--- config.mk ---
export PLATFORM = sky130hd
export DESIGN_NAME = mio_responder
export DESIGN_NICKNAME = d
export VERILOG_FILES = /design/src/rtl/mio_pkg.sv /design/src/rtl/mio_timer.sv /design/src/rtl/mio_responder.sv
export SDC_FILE = /design/constraint.sdc
export NUM_CORES = 1
export LEC_CHECK = 0
export CORE_ASPECT_RATIO = 0.8
export CORE_MARGIN = 4
export CORE_UTILIZATION = 42
export CTS_BUF_LIST = sky130_fd_sc_hd__clkbuf_16
export CTS_CLUSTER_DIAMETER = 40
export DETAILED_ROUTE_END_ITERATION = 12
export GPL_ROUTABILITY_DRIVEN = 1
export GPL_TIMING_DRIVEN = 0
export PLACE_DENSITY = 0.84
export SYNTH_ARGS = -nofsm -noshare
export SYNTH_HDL_FRONTEND = slang
export SYNTH_SLANG_ARGS = --single-unit
--- constraint.sdc ---
create_clock -name clk -period 4.95 [get_ports clk]
set_clock_uncertainty 0.15 [all_clocks]
set_input_delay 0.99 -clock clk [delete_from_list [all_inputs] [get_ports clk]]
set_output_delay 0.99 -clock clk [all_outputs]
set_load 0.05 [all_outputs]
--- src/rtl/mio_pkg.sv ---
// Shared address map, FSM state and access-kind encodings for the memory/IO responder.
package mio_pkg;

    localparam logic [31:0] GPIO_ADDR  = 32'hF000_0000;
    localparam logic [31:0] TIMER_ADDR = 32'hF000_0004;

    typedef enum logic [1:0] {IDLE, RAM_WAIT_ST, RESP} state_t;

    typedef enum logic [1:0] {KIND_RAM, KIND_GPIO, KIND_TIMER, KIND_UNMAP} kind_t;

    // First byte address past the RAM window.
    function automatic logic [32:0] ram_limit(input int aw);
        return 33'd1 << (aw + 2);
    endfunction

    function automatic kind_t decode_addr(input logic [31:0] addr, input int aw);
        if ({1'b0, addr} < ram_limit(aw)) return KIND_RAM;
        if (addr[31:2] == GPIO_ADDR[31:2]) return KIND_GPIO;
        if (addr[31:2] == TIMER_ADDR[31:2]) return KIND_TIMER;
        return KIND_UNMAP;
    endfunction

endpackage

--- src/rtl/mio_timer.sv ---
// 32-bit down-counter that holds at zero and flags expiry on cnt_irq.
module mio_timer (
    input  logic        clk,
    input  logic        reset,
    input  logic        load,
    input  logic [31:0] load_val,
    output logic [31:0] count,
    output logic        irq
);

    logic [31:0] count_q, count_d;
    logic        irq_q, irq_d;
    logic        armed_q, armed_d;

    // armed keeps the post-reset zero count from raising irq before any load.
    always_comb begin
        count_d = count_q;
        irq_d   = irq_q;
        armed_d = armed_q;
        if (load) begin
            count_d = load_val;
            irq_d   = 1'b0;
            armed_d = 1'b1;
        end else begin
            if (count_q != 32'd0) count_d = count_q - 32'd1;
            if (armed_q && (count_q <= 32'd1)) begin
                irq_d   = 1'b1;
                armed_d = 1'b0;
            end
        end
    end

    always_ff @(posedge clk or posedge reset) begin
        if (reset) begin
            count_q <= 32'd0;
            irq_q   <= 1'b0;
            armed_q <= 1'b0;
        end else begin
            count_q <= count_d;
            irq_q   <= irq_d;
            armed_q <= armed_d;
        end
    end

    assign count = count_q;
    assign irq   = irq_q;

endmodule

--- src/rtl/mio_responder.sv ---
// Word-wide load/store responder: decodes core requests onto data RAM, GPIO and the timer.
//
// state       | meaning
// IDLE        | waiting for mem_w/mem_req; request captured on accept
// RAM_WAIT_ST | RAM read issued, counting RAM_WAIT cycles before sampling ram_rdata
// RESP        | mio_ready high for one cycle; register writes land on the closing edge
module mio_responder
    import mio_pkg::*;
#(
    parameter int RAM_AW   = 12,
    parameter int RAM_WAIT = 1
) (
    input  logic              clk,
    input  logic              reset,
    input  logic [31:0]       addr_in,
    input  logic [31:0]       wdata_in,
    input  logic              mem_w,
    input  logic              mem_req,
    output logic [31:0]       rdata_out,
    output logic              mio_ready,
    output logic              cpu_mio,
    output logic              bus_err,
    output logic [RAM_AW-1:0] ram_addr,
    output logic              ram_we,
    output logic [31:0]       ram_wdata,
    input  logic [31:0]       ram_rdata,
    input  logic [15:0]       sw_in,
    output logic [15:0]       led_out,
    output logic              cnt_irq
);

    localparam logic [2:0] WAIT_INIT = (RAM_WAIT > 0) ? 3'(RAM_WAIT - 1) : 3'd0;

    state_t            state_q, state_d;
    kind_t             kind_q, kind_d;
    logic              write_q, write_d;
    logic [2:0]        wait_q, wait_d;
    logic [RAM_AW-1:0] ram_addr_q, ram_addr_d;
    logic [31:0]       ram_wdata_q, ram_wdata_d;
    logic [31:0]       rdata_q, rdata_d;
    logic              mio_ready_q, mio_ready_d;
    logic              cpu_mio_q, cpu_mio_d;
    logic              ram_we_q, ram_we_d;
    logic              bus_err_q, bus_err_d;
    logic [15:0]       led_q, led_d;

    kind_t       kind_in, resp_kind;
    logic        resp_go, resp_wr, tmr_load;
    logic [31:0] tmr_count;

    always_comb begin
        state_d     = state_q;
        kind_d      = kind_q;
        write_d     = write_q;
        wait_d      = wait_q;
        ram_addr_d  = ram_addr_q;
        ram_wdata_d = ram_wdata_q;
        rdata_d     = rdata_q;
        mio_ready_d = 1'b0;
        cpu_mio_d   = 1'b0;
        ram_we_d    = 1'b0;
        bus_err_d   = bus_err_q;
        led_d       = led_q;
        tmr_load    = 1'b0;
        kind_in     = decode_addr(addr_in, RAM_AW);
        resp_go     = 1'b0;
        resp_kind   = kind_q;
        resp_wr     = write_q;

        case (state_q)
            IDLE: begin
                if (mem_w || mem_req) begin
                    kind_d      = kind_in;
                    write_d     = mem_w;
                    ram_addr_d  = addr_in[RAM_AW+1:2];
                    ram_wdata_d = wdata_in;
                    if (!mem_w && kind_in == KIND_RAM && RAM_WAIT > 0) begin
                        state_d = RAM_WAIT_ST;
                        wait_d  = WAIT_INIT;
                    end else begin
                        resp_go   = 1'b1;
                        resp_kind = kind_in;
                        resp_wr   = mem_w;
                    end
                end
            end
            RAM_WAIT_ST: begin
                if (wait_q == 3'd0) resp_go = 1'b1;
                else                wait_d  = wait_q - 3'd1;
            end
            RESP: begin
                state_d = IDLE;
                if (write_q && kind_q == KIND_GPIO) led_d = ram_wdata_q[15:0];
                tmr_load = write_q && (kind_q == KIND_TIMER);
            end
            default: state_d = IDLE;
        endcase

        // Everything the core sees in RESP is registered on the edge entering it.
        if (resp_go) begin
            state_d     = RESP;
            mio_ready_d = 1'b1;
            cpu_mio_d   = (resp_kind == KIND_GPIO) || (resp_kind == KIND_TIMER);
            ram_we_d    = resp_wr && (resp_kind == KIND_RAM);
            if (resp_kind == KIND_UNMAP) bus_err_d = 1'b1;
            if (!resp_wr) begin
                case (resp_kind)
                    KIND_RAM:   rdata_d = ram_rdata;
                    KIND_GPIO:  rdata_d = {sw_in, led_q};
                    KIND_TIMER: rdata_d = tmr_count;
                    default:    rdata_d = 32'd0;
                endcase
            end
        end
    end

    always_ff @(posedge clk or posedge reset) begin
        if (reset) begin
            state_q     <= IDLE;
            kind_q      <= KIND_RAM;
            write_q     <= 1'b0;
            wait_q      <= 3'd0;
            ram_addr_q  <= '0;
            ram_wdata_q <= 32'd0;
            rdata_q     <= 32'd0;
            mio_ready_q <= 1'b0;
            cpu_mio_q   <= 1'b0;
            ram_we_q    <= 1'b0;
            bus_err_q   <= 1'b0;
            led_q       <= 16'd0;
        end else begin
            state_q     <= state_d;
            kind_q      <= kind_d;
            write_q     <= write_d;
            wait_q      <= wait_d;
            ram_addr_q  <= ram_addr_d;
            ram_wdata_q <= ram_wdata_d;
            rdata_q     <= rdata_d;
            mio_ready_q <= mio_ready_d;
            cpu_mio_q   <= cpu_mio_d;
            ram_we_q    <= ram_we_d;
            bus_err_q   <= bus_err_d;
            led_q       <= led_d;
        end
    end

    mio_timer u_timer (
        .clk      (clk),
        .reset    (reset),
        .load     (tmr_load),
        .load_val (ram_wdata_q),
        .count    (tmr_count),
        .irq      (cnt_irq)
    );

    assign rdata_out = rdata_q;
    assign mio_ready = mio_ready_q;
    assign cpu_mio   = cpu_mio_q;
    assign bus_err   = bus_err_q;
    assign ram_addr  = ram_addr_q;
    assign ram_we    = ram_we_q;
    assign ram_wdata = ram_wdata_q;
    assign led_out   = led_q;

endmodule
-- After elaboration in Yosys (flattened, before gate mapping)
Cells that the tools add are included.
- register bits after elaboration: 138
- input bits: 116
- output and inout bits: 97
- word-level logic and storage cells: 98
- $add $sub $neg: 2
- $lt $le $gt $ge: 2
- eq/ne operators: 15
- multiplexer cells: 41
- bitwise operators: 1
- reductions and logical operators: 22
- operator list (operator ; count):
    one-hot mux 32 bit (3 select lines) ; 1
    two-way mux 32 bit ; 2
    == test 30 bit (second input constant) ; 2
    <= comparator 32 x 1 -> 1 bit (second input constant) ; 1
    less-than comparator 32 x 15 -> 1 bit (second input constant) ; 1
    nonzero test 32 bit ; 1
    subtractor 32 x 1 -> 32 bit (second input constant) ; 1
    two-way mux 2 bit ; 12
    two-way mux 1 bit ; 20
    two-way mux 3 bit ; 3
    == test 2 bit (second input constant) ; 4
    != test 2 bit (second input constant) ; 4
    AND reduction 2 bit ; 4
    == test 2 x 1 -> 1 bit (second input constant) ; 3
    zero test 2 bit ; 3
    != test 3 bit (second input constant) ; 2
    one-hot mux 3 bit (2 select lines) ; 1
    nonzero test 2 bit ; 3
    logical AND 1 bit ; 5
    one-hot mux 2 bit (2 select lines) ; 1
    AND reduction 4 bit ; 1
    zero test 3 bit ; 1
    AND reduction 3 bit ; 1
    subtractor 3 x 1 -> 3 bit (second input constant) ; 1
    other kinds (4) ; 5

-- Logic depth before layout (Yosys ltp)
- depth after elaboration: 16
- depth in mapped cells: 12
- gate-level depth less buffers: 9

-- Hierarchy
Synthesis repeated with hierarchy kept, for this count alone.
- cell total of the unflattened synthesis: 665
- area total of the unflattened synthesis: 6896.6 µm²
- by module, submodules not included (module ; times used ; cells an instance ; area each (µm²)):
    mio_responder ; 1 ; 453 ; 4877.2
    mio_timer ; 1 ; 212 ; 2019.4

-- Worst setup path after synthesis
No wires, ideal clock.
- path type: input -> register
- start point: input port addr_in[30]
- end point: register rdata_q[8], in the netlist rdata_out[8]
- library setup time: 0.125 ns
- arrival: 3.265 ns
- data required time: 4.675 ns
- path slack: 1.410 ns
- cell stages on the path: 11
- cells stage by stage: or4_1 -> clkbuf_1 -> o21bai_1 -> nand3_1 -> a21o_1 -> ha_1 -> clkbuf_1 -> clkbuf_1 -> a222oi_1 -> nor2_1 -> mux2_2
- longest elaborated chain between the ends: 14
- elaborated cells between the ends (all ways): 31
- classes of those cells: order compare (1); eq/ne (4); mux (21); bitwise (1); reduce/logical (4)
- ends and longest elaborated chain (item ; line ; RTL):
    start: declaration ; mio_responder.sv:15 ; input logic [31:0] addr_in,
    parallel branches: the longest is 6 deep, another holds less-than comparator 32 x 15 -> 1 bit ; - ;
    two-way mux 2 bit * ; mio_pkg.sv:18 ; if (addr[31:2] == GPIO_ADDR[31:2]) return KIND_GPIO;
    zero test 2 bit ; mio_responder.sv:77 ; if (!mem_w && kind_in == KIND_RAM && RAM_WAIT > 0) begin
    logical AND 1 bit ; mio_responder.sv:77 ;
    two-way mux 2 bit / two-way mux 1 bit (equally long branches) ; mio_responder.sv:77 ;
    two-way mux 2 bit / two-way mux 1 bit (equally long branches) ; mio_responder.sv:72 ; if (mem_w || mem_req) begin
    two-way mux 2 bit / two-way mux 1 bit (equally long branches) ; mio_responder.sv:70 ; case (state_q)
    == test 2 bit, or another cell as far along ; mio_responder.sv:107 ; case (resp_kind)
    one-hot mux 32 bit (3 select lines) / AND reduction 2 bit (equally long branches) ; - ;
    end signal: assignment ; mio_responder.sv:138 ; rdata_q <= rdata_d;
    end: declaration ; mio_responder.sv:40 ; logic [31:0] rdata_q, rdata_d;
Mark *: on every way between the ends. The select of a mux whose other input is x is not followed.
A chain may end at the register's enable or synchronous reset.

-- Worst setup path after layout
- start point: input port mem_req
- end point: register rdata_q[8], in the netlist rdata_out[8]
- longest elaborated chain between the ends: 5
- elaborated cells between the ends (all ways): 13
- classes of those cells: eq/ne (2); mux (7); bitwise (1); reduce/logical (3)
- ends and longest elaborated chain (item ; line ; RTL):
    start: declaration ; mio_responder.sv:18 ; input logic mem_req,
    logical OR 1 bit * ; mio_responder.sv:72 ;
    two-way mux 2 bit / two-way mux 1 bit (equally long branches) ; mio_responder.sv:72 ;
    two-way mux 2 bit / two-way mux 1 bit (equally long branches) ; mio_responder.sv:70 ;
    == test 2 bit, or another cell as far along ; mio_responder.sv:107 ;
    one-hot mux 32 bit (3 select lines) / AND reduction 2 bit (equally long branches) ; - ;
Every way passes the cells marked *; elsewhere a longest branch is shown, timed or not.

==> flow_summary.ini <==
[yosys]
synthArstFlopShare_pct = 100
syn_nets = 700
synth-main-ff-cell = dfrtp_1
yosysSeqAreaShare_pct = 52.6
synth_area_um2 = 6570
ys_warn_count = 0
synth_cell_type_count = 55
synth_edf_count = 0
synth_seq_cells = 138
avgSynthCellArea_um2 = 11.4
postSynthCellCount = 576

[setup_path]
crit_top_cell = clkbuf_1
worstSetupEndpointType = flip-flop
cp.arrival_ns = 4.63
slowest_stage = buf_1
critPathMaxFanout = 10
crit_required_ns = 5.11
worst_setup_path_start_kind = primary input
r2r_cells = 12
cp_slowest_stage_delay_ns = 0.56
path_cells = clkdlybuf4s50_1, o21a_1, clkbuf_1, buf_1, nor2_1, a21o_1, ha_1, clkbuf_1, clkbuf_1, a222oi_1, nor2_1, mux2_2
crit_type = primary input to flip-flop

[sta]
finalHoldViolations = 0
slew_viol_final = 0
tightestPinTransition_ns = 1.14
whs_ns = 0.322
slew_headroom_pct = 23.6
fin_crit_sh_pct = 90.4
rsz0062_at_grt = no
max_freq_mhz = 223
setup_viol = 0
fin_crit_ns = 4.47

[finish]
final_nets = 930
fill_cells = 1191
area_delta_synth_final_pct = 44.9
finish.utilization_pct = 62.8
layout_common_cells = clkdlybuf4s50_1 (210), dfrtp_1 (138), mux2_2 (92), nor2_1 (56), nand2_1 (41)
layout_commonest_cell = clkdlybuf4s50_1
final_cells = 1029
diodes = 0
drive_gt1_share_pct = 16.7

[routing]
drc_errors = 0
vias = 5817
drt_wl_total_um = 21200
final_antenna_net_count = 0
first_pass_iters = 7
via_per_inst = 5.65
drt-initial-drc-count = 777
avgRoutedWirePerCell_um = 20.6

[clock_network]
cts_buffers = 17
cts_tree = built
cts_resized = 0
path_clk_slew_ns = 0.06
clk_latency_ns = 0.42
ctsRootBufferMaster = clkbuf_16
clk_path_buf_depth = 2
post_cts.repair.setup_buffers = 0
ctsHoldBuffers = 0
clock-sinks = 138
htree_levels = 4

[placement]
detailed_place_hpwl_um = 15900
port_buffers = 210
gp_congestion = 0.928
post-place-cells = 997

[run]
maxCapViolations = 0

[die]
dieWidth_um = 148
die-area_um2 = 17700
initial_utilization_pct = 43.3
die-height_um = 120
pin_count = 213
row_count = 40
coreArea_um2 = 15200

[grt]
grt_usage_pct = 24.2
antenna_found_initial = 0
grt_pass1_vias = 5884
grt_start_max_net_pins = 75
grt_first_pass_wirelength_um = 33300
gr-total-overflow = 0

[min_path]
hold_depth = 1
min_path_type = flip-flop to flip-flop

[power_and_ir_drop]
power.total_mw = 3.80
peakVddDrop_mv = 0.286
leakagePower_nw = 3.79
power_density_nw_per_um2 = 399

[run_status]
outcome = complete, no violations
==> sequential cells by signal (all words and copies together), names as in the netlist, 2 cells and up <==
| name | cells |
|---|---|
| u_timer.count | 32 |
| rdata_out | 32 |
| kind_q | 2 |
| ram_addr | 12 |
| led_out | 16 |
| wait_q | 3 |
| ram_wdata | 32 |
| state_q | 2 |
==> synthesized netlist by cell type, types with 2 or more instances <==
cell type | count | area (um2)
or3_1 | 4 | 25.0
dfrtp_1 | 138 | 3450
o21ai_0 | 19 | 95.1
o21bai_1 | 2 | 15.0
ha_1 | 8 | 100
a21oi_1 | 13 | 65.1
nand2b_1 | 2 | 12.5
buf_1 | 2 | 7.51
nor3b_1 | 6 | 45.0
nor4_1 | 15 | 93.8
nor2_1 | 56 | 210
a211oi_1 | 3 | 22.5
a31oi_1 | 4 | 25.0
nor2b_1 | 3 | 18.8
o21a_1 | 3 | 22.5
inv_1 | 8 | 30.0
a222oi_1 | 33 | 330
nand3_1 | 11 | 55.1
o22ai_1 | 2 | 12.5
mux2_2 | 92 | 1040
nand2_1 | 41 | 154
or4_1 | 4 | 30.0
a221oi_1 | 3 | 26.3
a21o_1 | 4 | 30.0
clkbuf_1 | 31 | 116
o31ai_1 | 2 | 15.0
and3_1 | 3 | 18.8
buf_4 | 2 | 15.0
nor3_1 | 13 | 65.1
xnor2_1 | 15 | 131
nand4_1 | 4 | 25.0
nand3b_1 | 2 | 15.0
mux2i_1 | 3 | 30.0
o211ai_1 | 4 | 30.0
==> through the flow <==
| step | setup slack (ns) | TNS (ns) | cell area, um2 |
|---|---|---|---|
| floorplan | 0.114 | 0 | 6570 |
| global placement | -1.79 | -246.67 | 8930 |
| detailed placement | 0.0186 | 0 | 8960 |
| CTS | 0.449 | 0 | 9520 |
| global route | 0.229 | 0 | 9520 |
| finish | 0.476 | 0 | 9520 |
==> where the power goes <==
group	switching [mW]	internal [mW]	total, mW
Clock	0.499	0.689	1.19
Combinational	0.616	0.453	1.07
Sequential	0.231	1.31	1.54
==> cells by family after synthesis <==
group,share of synthesized area (%)
flip-flops,52.6
adder cells (fa/ha/maj),1.52
XOR/XNOR,2.00
AND/OR/NAND/NOR,13.6
buffers and inverters,2.82
multiplexers,16.2
AO/OA/AOI/OAI,11.3
==> critical path: cells and delay by family <==
kind                     cells  cell delay (ns)
adder cells (fa/ha/maj)      1             0.20
AND/OR/NAND/NOR              2             0.21
buffers and inverters        5             2.04
AO/OA/AOI/OAI                3             0.90
multiplexers                 1             0.27
==> final cells by class <==
cell class	count	area [um2]	share of cell area [%]
buffer	37	155	1.63
clock buffer	17	425	4.47
clock inverter	15	128	1.34
inverter	8	35.0	0.368
multi-input combinational	393	2930	30.8
sequential	138	3450	36.3
tap	210	263	2.76
timing repair buffer	211	2130	22.4
==> per-layer routing <==
| metal | GRT usage, % | wire [um] |
|---|---|---|
| met1 | 32.6 | 8670 |
| met2 | 38.1 | 9930 |
| met3 | 6.15 | 2210 |
| met4 | 8.73 | 417 |
| met5 | 0 | 0 |
==> path summary, 6_finish.rpt <==
| kind | startpoint | to | slack (ns) |
|---|---|---|---|
| setup reg to reg | state_q[1]$_DFFE_PP0P_ | rdata_out[8]$_DFFE_PP0P_ | 0.89 |
| hold / removal | bus_err$_DFFE_PP0P_ | bus_err$_DFFE_PP0P_ | 0.32 |
| max in group asynchronous | reset | led_out[12]$_DFFE_PP0P_ | 2.99 |
| min in group asynchronous | reset | ram_addr[2]$_DFFE_PP0P_ | 0.91 |
| hold reg to reg | bus_err$_DFFE_PP0P_ | bus_err$_DFFE_PP0P_ | 0.32 |
| setup / recovery | mem_req | rdata_out[8]$_DFFE_PP0P_ | 0.48 |
(Power assumes the default switching activity.)
